File: config.mk
export PLATFORM = sky130hd
export DESIGN_NAME = uart_rx_oversampled_flat
export DESIGN_NICKNAME = d
export VERILOG_FILES = /design/src/rtl/uart_rx_oversampled_pkg.sv /design/src/rtl/uart_rx_oversampled_if.sv /design/src/rtl/uart_rx_oversampled_bit_sync.sv /design/src/rtl/uart_rx_oversampled.sv /design/src/flat_wrapper.sv
export SDC_FILE = /design/constraint.sdc
export NUM_CORES = 1
export LEC_CHECK = 0
export ABC_CLOCK_PERIOD_IN_PS = 1700
export CAP_MARGIN = 20
export CELL_PAD_IN_SITES_DETAIL_PLACEMENT = 0
export CELL_PAD_IN_SITES_GLOBAL_PLACEMENT = 1
export CORE_ASPECT_RATIO = 0.7
export CORE_MARGIN = 3
export CORE_UTILIZATION = 35
export DETAILED_ROUTE_END_ITERATION = 7
export GPL_TIMING_DRIVEN = 0
export PLACE_DENSITY = 0.65
export SYNTH_ARGS = -nofsm -noshare
export SYNTH_HDL_FRONTEND = slang
export SYNTH_SLANG_ARGS = --single-unit
export TNS_END_PERCENT = 1
File: constraint.sdc
create_clock -name i_clk -period 1.7 [get_ports i_clk]
set_input_delay 0.255 -clock i_clk [delete_from_list [all_inputs] [get_ports i_clk]]
set_output_delay 0.255 -clock i_clk [all_outputs]
set_load 0.01 [all_outputs]
File: src/rtl/uart_rx_oversampled_pkg.sv
`default_nettype none
// ============================================================================
// Module      : uart_pkg
// Description : Shared types and defaults for the oversampled UART receiver.
//               rx_state_t is the receiver FSM state encoding. The defaults
//               give the usual 16x oversampling and 8-bit data.
// Revision    : 1.0 - initial release
// ============================================================================
package uart_pkg;

    typedef enum logic [2:0] {
        IDLE     = 3'd0,
        START    = 3'd1,
        DATA     = 3'd2,
        PARITY   = 3'd3,
        STOP     = 3'd4,
        BRK_WAIT = 3'd5
    } rx_state_t;

    localparam int UART_OVERSAMPLING_DEF = 16;
    localparam int UART_DATA_BITS_DEF    = 8;

endpackage : uart_pkg
`default_nettype wire

File: src/rtl/uart_rx_oversampled_if.sv
`default_nettype none
// ============================================================================
// Module      : uart_rx_oversampled_if
// Description : Received-word bus of the oversampled UART receiver.
//               The receiver drives it through the master modport. A consumer
//               reads it through the slave modport and must capture data on
//               the valid pulse, because there is no back-pressure.
//   data       [DATA_BITS] last received word, LSB = first bit on the line
//   valid      1-cycle pulse: data and error flags were just updated
//   frame_err  stop bit was sampled low
//   parity_err parity mismatch (always 0 without parity)
//   busy       receiver is somewhere in a frame (not IDLE)
// Revision    : 1.0 - initial release
// ============================================================================
interface uart_rx_oversampled_if #(
    parameter int DATA_BITS = 8
);
    logic [DATA_BITS-1:0] data;
    logic                 valid;
    logic                 frame_err;
    logic                 parity_err;
    logic                 busy;

    modport master (
        output data,
        output valid,
        output frame_err,
        output parity_err,
        output busy
    );

    modport slave (
        input data,
        input valid,
        input frame_err,
        input parity_err,
        input busy
    );
endinterface : uart_rx_oversampled_if
`default_nettype wire

File: src/rtl/uart_rx_oversampled_bit_sync.sv
`default_nettype none
// ============================================================================
// Module      : bit_sync
// Description : Two-flop synchroniser for asynchronous inputs. Reset loads
//               RST_VAL into both stages so that an idle-high line does not
//               produce a false edge when reset is released.
//   i_clk      destination clock
//   i_aresetn  synchronous active-low reset
//   i_d        asynchronous input
//   o_q        synchronised output (2-cycle latency)
// Revision    : 1.0 - initial release
// ============================================================================
module bit_sync #(
    parameter int               WIDTH   = 1,
    parameter logic [WIDTH-1:0] RST_VAL = {WIDTH{1'b1}}
) (
    input  wire              i_clk,
    input  wire              i_aresetn,
    input  wire  [WIDTH-1:0] i_d,
    output logic [WIDTH-1:0] o_q
);

    logic [WIDTH-1:0] r_meta;
    logic [WIDTH-1:0] r_sync;

    always_ff @(posedge i_clk) begin
        if (!i_aresetn) begin
            r_meta <= RST_VAL;
            r_sync <= RST_VAL;
        end else begin
            r_meta <= i_d;
            r_sync <= r_meta;
        end
    end

    assign o_q = r_sync;

endmodule : bit_sync
`default_nettype wire

File: src/rtl/uart_rx_oversampled.sv
`default_nettype none
// ============================================================================
// Module      : uart_rx_oversampled
// Description : UART receiver driven by an oversampled baud tick
//               (OVERSAMPLING ticks per bit). The serial line is synchronised.
//               The start bit is confirmed at mid-bit. Data is shifted in
//               LSB-first, parity is checked if enabled, and every completed
//               frame is reported with a single-cycle valid pulse together
//               with framing and parity flags. A line held low after a bad
//               stop bit (break) is reported once and then ignored until the
//               line returns high.
//   i_clk        system clock
//   i_aresetn    synchronous active-low reset
//   i_baud_tick  1-cycle pulse, OVERSAMPLING per bit period
//   i_rx         asynchronous serial line, idle high
//   rx_bus       received-word bus (master side): data, valid, frame_err,
//                parity_err, busy
// Revision    : 1.0 - initial release
// ============================================================================
module uart_rx_oversampled
    import uart_pkg::*;
#(
    parameter int OVERSAMPLING = UART_OVERSAMPLING_DEF,
    parameter int DATA_BITS    = UART_DATA_BITS_DEF,
    parameter int PARITY_EN    = 0,
    parameter int PARITY_ODD   = 0,
    parameter int TCNT_WIDTH   = $clog2(OVERSAMPLING)
) (
    input  wire                   i_clk,
    input  wire                   i_aresetn,
    input  wire                   i_baud_tick,
    input  wire                   i_rx,
    uart_rx_oversampled_if.master rx_bus
);

    localparam int c_BCNT_WIDTH = $clog2(DATA_BITS + 1);

    // Counter compare points: middle of the start bit, and the last tick of
    // a full bit period. Data, parity and stop bits are all sampled at the
    // last tick of a period measured from the mid start bit, so that they
    // are sampled at their own mid-bit.
    localparam logic [TCNT_WIDTH-1:0]   c_TICK_MID  = TCNT_WIDTH'(OVERSAMPLING / 2 - 1);
    localparam logic [TCNT_WIDTH-1:0]   c_TICK_LAST = TCNT_WIDTH'(OVERSAMPLING - 1);
    localparam logic [c_BCNT_WIDTH-1:0] c_BIT_LAST  = c_BCNT_WIDTH'(DATA_BITS - 1);
    localparam logic                    c_PAR_ODD   = (PARITY_ODD != 0);
    localparam logic                    c_PAR_EN    = (PARITY_EN != 0);

    // ------------------------------------------------------------------
    // Line synchroniser: only the synchronised copy is used below.
    // ------------------------------------------------------------------
    logic w_rx_s;

    bit_sync #(
        .WIDTH   (1),
        .RST_VAL (1'b1)
    ) u_rx_sync (
        .i_clk     (i_clk),
        .i_aresetn (i_aresetn),
        .i_d       (i_rx),
        .o_q       (w_rx_s)
    );

    // ------------------------------------------------------------------
    // State and datapath registers
    // ------------------------------------------------------------------
    rx_state_t               r_state;
    logic [TCNT_WIDTH-1:0]   r_tick_cnt;
    logic [c_BCNT_WIDTH-1:0] r_bit_cnt;
    logic [DATA_BITS-1:0]    r_shreg;
    logic                    r_par_err;
    logic [DATA_BITS-1:0]    r_data;
    logic                    r_valid;
    logic                    r_frame_err;
    logic                    r_parity_err;

    rx_state_t               w_state_nxt;
    logic [TCNT_WIDTH-1:0]   w_tick_cnt_nxt;
    logic [c_BCNT_WIDTH-1:0] w_bit_cnt_nxt;
    logic [DATA_BITS-1:0]    w_shreg_nxt;
    logic                    w_par_err_nxt;
    logic [DATA_BITS-1:0]    w_data_nxt;
    logic                    w_valid_nxt;
    logic                    w_frame_err_nxt;
    logic                    w_parity_err_nxt;

    // Parity of the received data plus the parity bit on the line.
    // Even parity expects an even total, so any odd result is an error;
    // odd parity inverts that.
    logic w_par_calc;
    assign w_par_calc = (^r_shreg) ^ w_rx_s ^ c_PAR_ODD;

    // ------------------------------------------------------------------
    // Next-state / datapath logic. Nothing moves on cycles without a tick,
    // so every branch sits under i_baud_tick.
    // ------------------------------------------------------------------
    always_comb begin
        w_state_nxt      = r_state;
        w_tick_cnt_nxt   = r_tick_cnt;
        w_bit_cnt_nxt    = r_bit_cnt;
        w_shreg_nxt      = r_shreg;
        w_par_err_nxt    = r_par_err;
        w_data_nxt       = r_data;
        w_valid_nxt      = 1'b0;
        w_frame_err_nxt  = r_frame_err;
        w_parity_err_nxt = r_parity_err;

        if (i_baud_tick) begin
            unique case (r_state)
                IDLE: begin
                    if (!w_rx_s) begin
                        w_state_nxt    = START;
                        w_tick_cnt_nxt = '0;
                    end
                end

                START: begin
                    if (r_tick_cnt == c_TICK_MID) begin
                        w_tick_cnt_nxt = '0;
                        w_bit_cnt_nxt  = '0;
                        // A line that is high again at mid start bit was
                        // a glitch: drop it silently.
                        w_state_nxt    = w_rx_s ? IDLE : DATA;
                    end else begin
                        w_tick_cnt_nxt = r_tick_cnt + 1'b1;
                    end
                end

                DATA: begin
                    if (r_tick_cnt == c_TICK_LAST) begin
                        // Shift right: after DATA_BITS samples the first
                        // bit on the line is in the LSB.
                        w_shreg_nxt    = {w_rx_s, r_shreg[DATA_BITS-1:1]};
                        w_tick_cnt_nxt = '0;
                        w_bit_cnt_nxt  = r_bit_cnt + 1'b1;
                        if (r_bit_cnt == c_BIT_LAST) begin
                            w_state_nxt = c_PAR_EN ? PARITY : STOP;
                        end
                    end else begin
                        w_tick_cnt_nxt = r_tick_cnt + 1'b1;
                    end
                end

                PARITY: begin
                    if (r_tick_cnt == c_TICK_LAST) begin
                        w_par_err_nxt  = w_par_calc;
                        w_tick_cnt_nxt = '0;
                        w_state_nxt    = STOP;
                    end else begin
                        w_tick_cnt_nxt = r_tick_cnt + 1'b1;
                    end
                end

                STOP: begin
                    if (r_tick_cnt == c_TICK_LAST) begin
                        w_data_nxt       = r_shreg;
                        w_valid_nxt      = 1'b1;
                        w_frame_err_nxt  = ~w_rx_s;
                        w_parity_err_nxt = r_par_err;
                        w_tick_cnt_nxt   = '0;
                        // A low stop bit may be the start of a break; wait
                        // for the line to recover so the break is reported
                        // only once.
                        w_state_nxt      = w_rx_s ? IDLE : BRK_WAIT;
                    end else begin
                        w_tick_cnt_nxt = r_tick_cnt + 1'b1;
                    end
                end

                BRK_WAIT: begin
                    if (w_rx_s) begin
                        w_state_nxt = IDLE;
                    end
                end

                default: begin
                    w_state_nxt    = IDLE;
                    w_tick_cnt_nxt = '0;
                end
            endcase
        end
    end

    // ------------------------------------------------------------------
    // Register update
    // ------------------------------------------------------------------
    always_ff @(posedge i_clk) begin
        if (!i_aresetn) begin
            r_state      <= IDLE;
            r_tick_cnt   <= '0;
            r_bit_cnt    <= '0;
            r_shreg      <= '0;
            r_par_err    <= 1'b0;
            r_data       <= '0;
            r_valid      <= 1'b0;
            r_frame_err  <= 1'b0;
            r_parity_err <= 1'b0;
        end else begin
            r_state      <= w_state_nxt;
            r_tick_cnt   <= w_tick_cnt_nxt;
            r_bit_cnt    <= w_bit_cnt_nxt;
            r_shreg      <= w_shreg_nxt;
            r_par_err    <= w_par_err_nxt;
            r_data       <= w_data_nxt;
            r_valid      <= w_valid_nxt;
            r_frame_err  <= w_frame_err_nxt;
            r_parity_err <= w_parity_err_nxt;
        end
    end

    // ------------------------------------------------------------------
    // Outputs
    // ------------------------------------------------------------------
    assign rx_bus.data       = r_data;
    assign rx_bus.valid      = r_valid;
    assign rx_bus.frame_err  = r_frame_err;
    assign rx_bus.parity_err = r_parity_err;
    assign rx_bus.busy       = (r_state != IDLE);

endmodule : uart_rx_oversampled
`default_nettype wire

File: src/flat_wrapper.sv
// flat-port wrapper written by rule: the top's interface ports become plain ports
module uart_rx_oversampled_flat import uart_pkg::*;
#(
    parameter int OVERSAMPLING = UART_OVERSAMPLING_DEF,
    parameter int DATA_BITS    = UART_DATA_BITS_DEF,
    parameter int PARITY_EN    = 0,
    parameter int PARITY_ODD   = 0,
    parameter int TCNT_WIDTH   = $clog2(OVERSAMPLING)
)
  (i_clk, i_aresetn, i_baud_tick, i_rx, rx_bus_data, rx_bus_valid, rx_bus_frame_err, rx_bus_parity_err, rx_bus_busy);
  uart_rx_oversampled_if #(.DATA_BITS(DATA_BITS)) rx_bus_i ();
  input  wire i_clk;
  input  wire i_aresetn;
  input  wire i_baud_tick;
  input  wire i_rx;
  output wire logic [$bits(rx_bus_i.data)-1:0] rx_bus_data;
  output wire logic [$bits(rx_bus_i.valid)-1:0] rx_bus_valid;
  output wire logic [$bits(rx_bus_i.frame_err)-1:0] rx_bus_frame_err;
  output wire logic [$bits(rx_bus_i.parity_err)-1:0] rx_bus_parity_err;
  output wire logic [$bits(rx_bus_i.busy)-1:0] rx_bus_busy;
  assign rx_bus_data = rx_bus_i.data;
  assign rx_bus_valid = rx_bus_i.valid;
  assign rx_bus_frame_err = rx_bus_i.frame_err;
  assign rx_bus_parity_err = rx_bus_i.parity_err;
  assign rx_bus_busy = rx_bus_i.busy;
  uart_rx_oversampled #(.OVERSAMPLING(OVERSAMPLING), .DATA_BITS(DATA_BITS), .PARITY_EN(PARITY_EN), .PARITY_ODD(PARITY_ODD), .TCNT_WIDTH(TCNT_WIDTH)) u_core (.i_clk(i_clk), .i_aresetn(i_aresetn), .i_baud_tick(i_baud_tick), .i_rx(i_rx), .rx_bus(rx_bus_i));
endmodule
==> run_summary.xml <==
<?xml version="1.0" encoding="UTF-8"?>
<metrics>
  <group name="run_status">
    <metric name="status" unit="">finished, final reports clean</metric>
  </group>
  <group name="route">
    <metric name="post_detailed_route_wirelength_per_cell" unit="um">14.1</metric>
    <metric name="vias" unit="">1196</metric>
    <metric name="firstDrtPassIters" unit="">4</metric>
    <metric name="drt-initial-drc-count" unit="">77</metric>
    <metric name="ant_nets" unit="">0</metric>
    <metric name="drt_drc_violations_left" unit="">0</metric>
    <metric name="finalWirelength" unit="um">3390</metric>
    <metric name="vias_per_cell" unit="">4.98</metric>
  </group>
  <group name="clocking">
    <metric name="cts_made_buffers" unit="">5</metric>
    <metric name="tritoncts" unit="">done</metric>
    <metric name="cts_hold_buffers" unit="">0</metric>
    <metric name="clk_transition_reported_paths" unit="ns">0.07</metric>
    <metric name="insertion_delay_of_the_later_clocked_pin_in_the_worst_skew_pair" unit="ns">0.28</metric>
    <metric name="cts_root_buf" unit="">clkbuf_8</metric>
    <metric name="max-clock-path-buffers" unit="">2</metric>
    <metric name="htreeDepth" unit="">2</metric>
    <metric name="clock_sinks" unit="">33</metric>
  </group>
  <group name="yosys">
    <metric name="synth.distinct_cells" unit="">41</metric>
    <metric name="synth.yosys.seq_area_share" unit="%">42.8</metric>
    <metric name="yosys-top-cells-area" unit="">dfxtp_1 43%, mux2i_1 12%, nor2_1 5.8%</metric>
    <metric name="ys_flop_type" unit="">dfxtp_1</metric>
    <metric name="postSynthAreaPerCell" unit="um^2">9.59</metric>
    <metric name="synth_fp_nets" unit="">167</metric>
    <metric name="post-synth-top-area-fraction" unit="%">42.8</metric>
    <metric name="synth_warn" unit="">0</metric>
    <metric name="synth_top_cell_by_area" unit="">dfxtp_1</metric>
    <metric name="synth_seq_cells" unit="">33</metric>
    <metric name="netlist_area_before_placement" unit="um^2">1540</metric>
    <metric name="synthCells" unit="">161</metric>
    <metric name="async_reset_ff_share" unit="%">0</metric>
    <metric name="synth_edf_count" unit="">0</metric>
  </group>
  <group name="floorplan">
    <metric name="initial_standard_cell_utilization_of_the_core" unit="%">37.8</metric>
    <metric name="io-pin-count" unit="">16</metric>
    <metric name="dieWidth" unit="um">85.4</metric>
    <metric name="dieHeight" unit="um">61.6</metric>
    <metric name="fp.coreArea" unit="um^2">4090</metric>
    <metric name="core.rowCount" unit="">19</metric>
    <metric name="die-area" unit="um^2">5260</metric>
  </group>
  <group name="sta">
    <metric name="clock-skew-final" unit="ns">0.00852</metric>
    <metric name="final.period_utilization" unit="%">99.7</metric>
    <metric name="worst_slack" unit="ns">0.00443</metric>
    <metric name="final.min_clock_period" unit="ns">1.70</metric>
    <metric name="timing.final.setup_violations" unit="">0</metric>
    <metric name="finalHoldViolations" unit="">0</metric>
    <metric name="max_slew.worst_pin.slew" unit="ns">0.479</metric>
    <metric name="worst_hold_slack" unit="ns">0.418</metric>
    <metric name="remaining_max_slew_budget_at_the_tightest_pin" unit="%">68.0</metric>
    <metric name="drv_slew" unit="">0</metric>
    <metric name="rsz0062_at_grt" unit="">true</metric>
    <metric name="timing.fmax" unit="MHz">590</metric>
  </group>
  <group name="global_route">
    <metric name="grt_pass1_vias" unit="">1104</metric>
    <metric name="antenna_found_initial" unit="">0</metric>
    <metric name="grt_max_degree" unit="">11</metric>
    <metric name="grt_first_pass_wirelength" unit="um">5310</metric>
    <metric name="all_layer_gr_usage" unit="%">13.3</metric>
    <metric name="gr-total-overflow" unit="">0</metric>
  </group>
  <group name="worst_setup_path">
    <metric name="worstPathRequired" unit="ns">1.92</metric>
    <metric name="crit_type" unit="">register to register</metric>
    <metric name="critical_path.max_fanout" unit="">6</metric>
    <metric name="cp.arrival" unit="ns">1.91</metric>
    <metric name="cp-start-kind" unit="">register</metric>
    <metric name="chain_of_cells_forming_the_critical_path" unit="">ha_4 -&gt; nand3b_1 -&gt; a211oi_2 -&gt; or2_4 -&gt; or4_4 -&gt; a21oi_2</metric>
    <metric name="worst_setup_path_end_kind" unit="">register</metric>
    <metric name="critical_path_max_stage_delay" unit="ns">0.51</metric>
    <metric name="critPathSlowestCell" unit="">or4_4</metric>
  </group>
  <group name="flow_run">
    <metric name="drv_cap" unit="">0</metric>
  </group>
  <group name="place">
    <metric name="post-dp-hpwl" unit="um">2310</metric>
    <metric name="placed_cells" unit="">228</metric>
    <metric name="gp_routability_congestion" unit="">0.811</metric>
    <metric name="place_ws" unit="ns">-0.451</metric>
    <metric name="port_buffers" unit="">15</metric>
  </group>
  <group name="power_and_ir_drop">
    <metric name="peakVddDrop" unit="V">0.000537</metric>
    <metric name="leakage" unit="nW">0.760</metric>
    <metric name="power.density_cell_area" unit="nW/um^2">811</metric>
  </group>
  <group name="final_layout">
    <metric name="fin_util" unit="%">48.7</metric>
    <metric name="ant_cells" unit="">0</metric>
    <metric name="share_of_post_route_cells_with_drive_strength_above_1" unit="%">21.8</metric>
    <metric name="layout.nets" unit="">193</metric>
    <metric name="number_of_standard_cells_in_the_layout_taps_in_and_fillers_out" unit="">240</metric>
    <metric name="synthToLayoutAreaGrowth" unit="%">29.0</metric>
  </group>
  <group name="hold_path">
    <metric name="min-delay-path-class" unit="">register to register</metric>
  </group>
</metrics>
## logic make-up (layout without fill, tap and decap cells)
kind of cell | after synthesis | in the layout | share of synthesized area (%)
fa+ha+maj | 2 | 2 | 1.62
flops | 33 | 33 | 42.8
xor+xnor | 9 | 9 | 6.00
simple gates | 63 | 63 | 21.2
compound gates | 25 | 25 | 12.2
mux | 18 | 18 | 11.7
buf+inv | 11 | 38 | 4.54
## power breakdown
| group | switching (mW) | total, mW | internal [mW] |
|---|---|---|---|
| clock network | 0.280 | 0.757 | 0.478 |
| logic | 0.0433 | 0.0799 | 0.0365 |
| registers | 0.00477 | 0.779 | 0.774 |
| total | 0.328 | 1.62 | 1.29 |
## final timing paths
kind / startpoint / slack (ns) / depth (start not counted) / end
max: u_core.r_tick_cnt[0] / 0.004 / 6 / u_core.r_tick_cnt[3]
min: u_core.u_rx_sync.r_meta / 0.42 / 1 / u_core.u_rx_sync.o_q
max reg2reg: u_core.r_tick_cnt[0] / 0.004 / 6 / u_core.r_tick_cnt[3]
min reg2reg: u_core.u_rx_sync.r_meta / 0.42 / 1 / u_core.u_rx_sync.o_q
## synth_stat cells (all sizes together), types with 2 or more instances
cell      n
a211oi    3
a21oi     8
and2      2
buf       7
clkbuf    3
dfxtp    33
ha        2
mux2i    18
nand2    11
nand2b    2
nand3     3
nand3b    3
nand4     2
nor2     24
nor2b     3
o2111ai   3
o21ai     6
or3       2
or3b      3
or4       2
xnor2     5
xor2      3
## worst max-delay path: cells and delay by family, from the launching register on
family          cells  cell delay [ns]
simple gates        3             0.88
flops               1             0.36
compound gates      2             0.21
fa+ha+maj           1             0.18
## per-layer routing
layer | global-route usage (%) | wire length [um]
met1 | 19.4 | 1800
met2 | 18.3 | 1460
met3 | 4.01 | 94
met4 | 4.97 | 37
met5 | 0 | 0
## per-stage QoR
step	power [mW]	area, um^2	TNS [ns]
6_report	1.62	1990	0
5_1_grt	1.68	1990	-1.03
4_1_cts	1.63	1910	-0.189
3_5_place_dp	0.873	1770	-8.72
3_3_place_gp	0.873	1770	-8.10
2_1_floorplan	0.846	1560	0
## cell type report
class                      count  area, um^2
timing repair buffer          19         178
tap                           52        65.1
sequential                    33         672
multi-input combinational    117         862
fill                         400        2100
clock inverter                 1        30.0
clock buffer                   7        86.3
buffer                        10        95.1
inverter                       1        3.75
## registers in the layout, summed over array words and instances (netlist names), 3 cells and up
| signal | cells |
|---|---|
| u_core.r_state | 3 |
| u_core.r_tick_cnt | 4 |
| u_core.r_bit_cnt | 4 |
| u_core.r_shreg | 8 |
| u_core.rx_bus.data | 8 |
## timing repair
| item | 4_1_cts | 5_1_grt |
|---|---|---|
| buffers inserted | 0 | 4 |
| endpoints found under the setup margin | 26 | 28 |
| pin swaps | 2 | 7 |
| resized for setup | 11 | 17 |
## layout by cell type, fill, tap and decap left out, types with 3 or more instances in the layout
master,n
nand3_1,3
clkbuf_8,6
o21ai_0,4
or3b_1,3
clkbuf_1,3
dfxtp_1,28
a21oi_1,7
mux2i_1,17
clkdlybuf4s50_1,13
nor2_1,24
buf_6,4
xor2_1,3
buf_4,5
nand2_1,10
nand3b_1,3
dfxtp_2,3
xnor2_1,5
(Power assumes the default switching activity.)
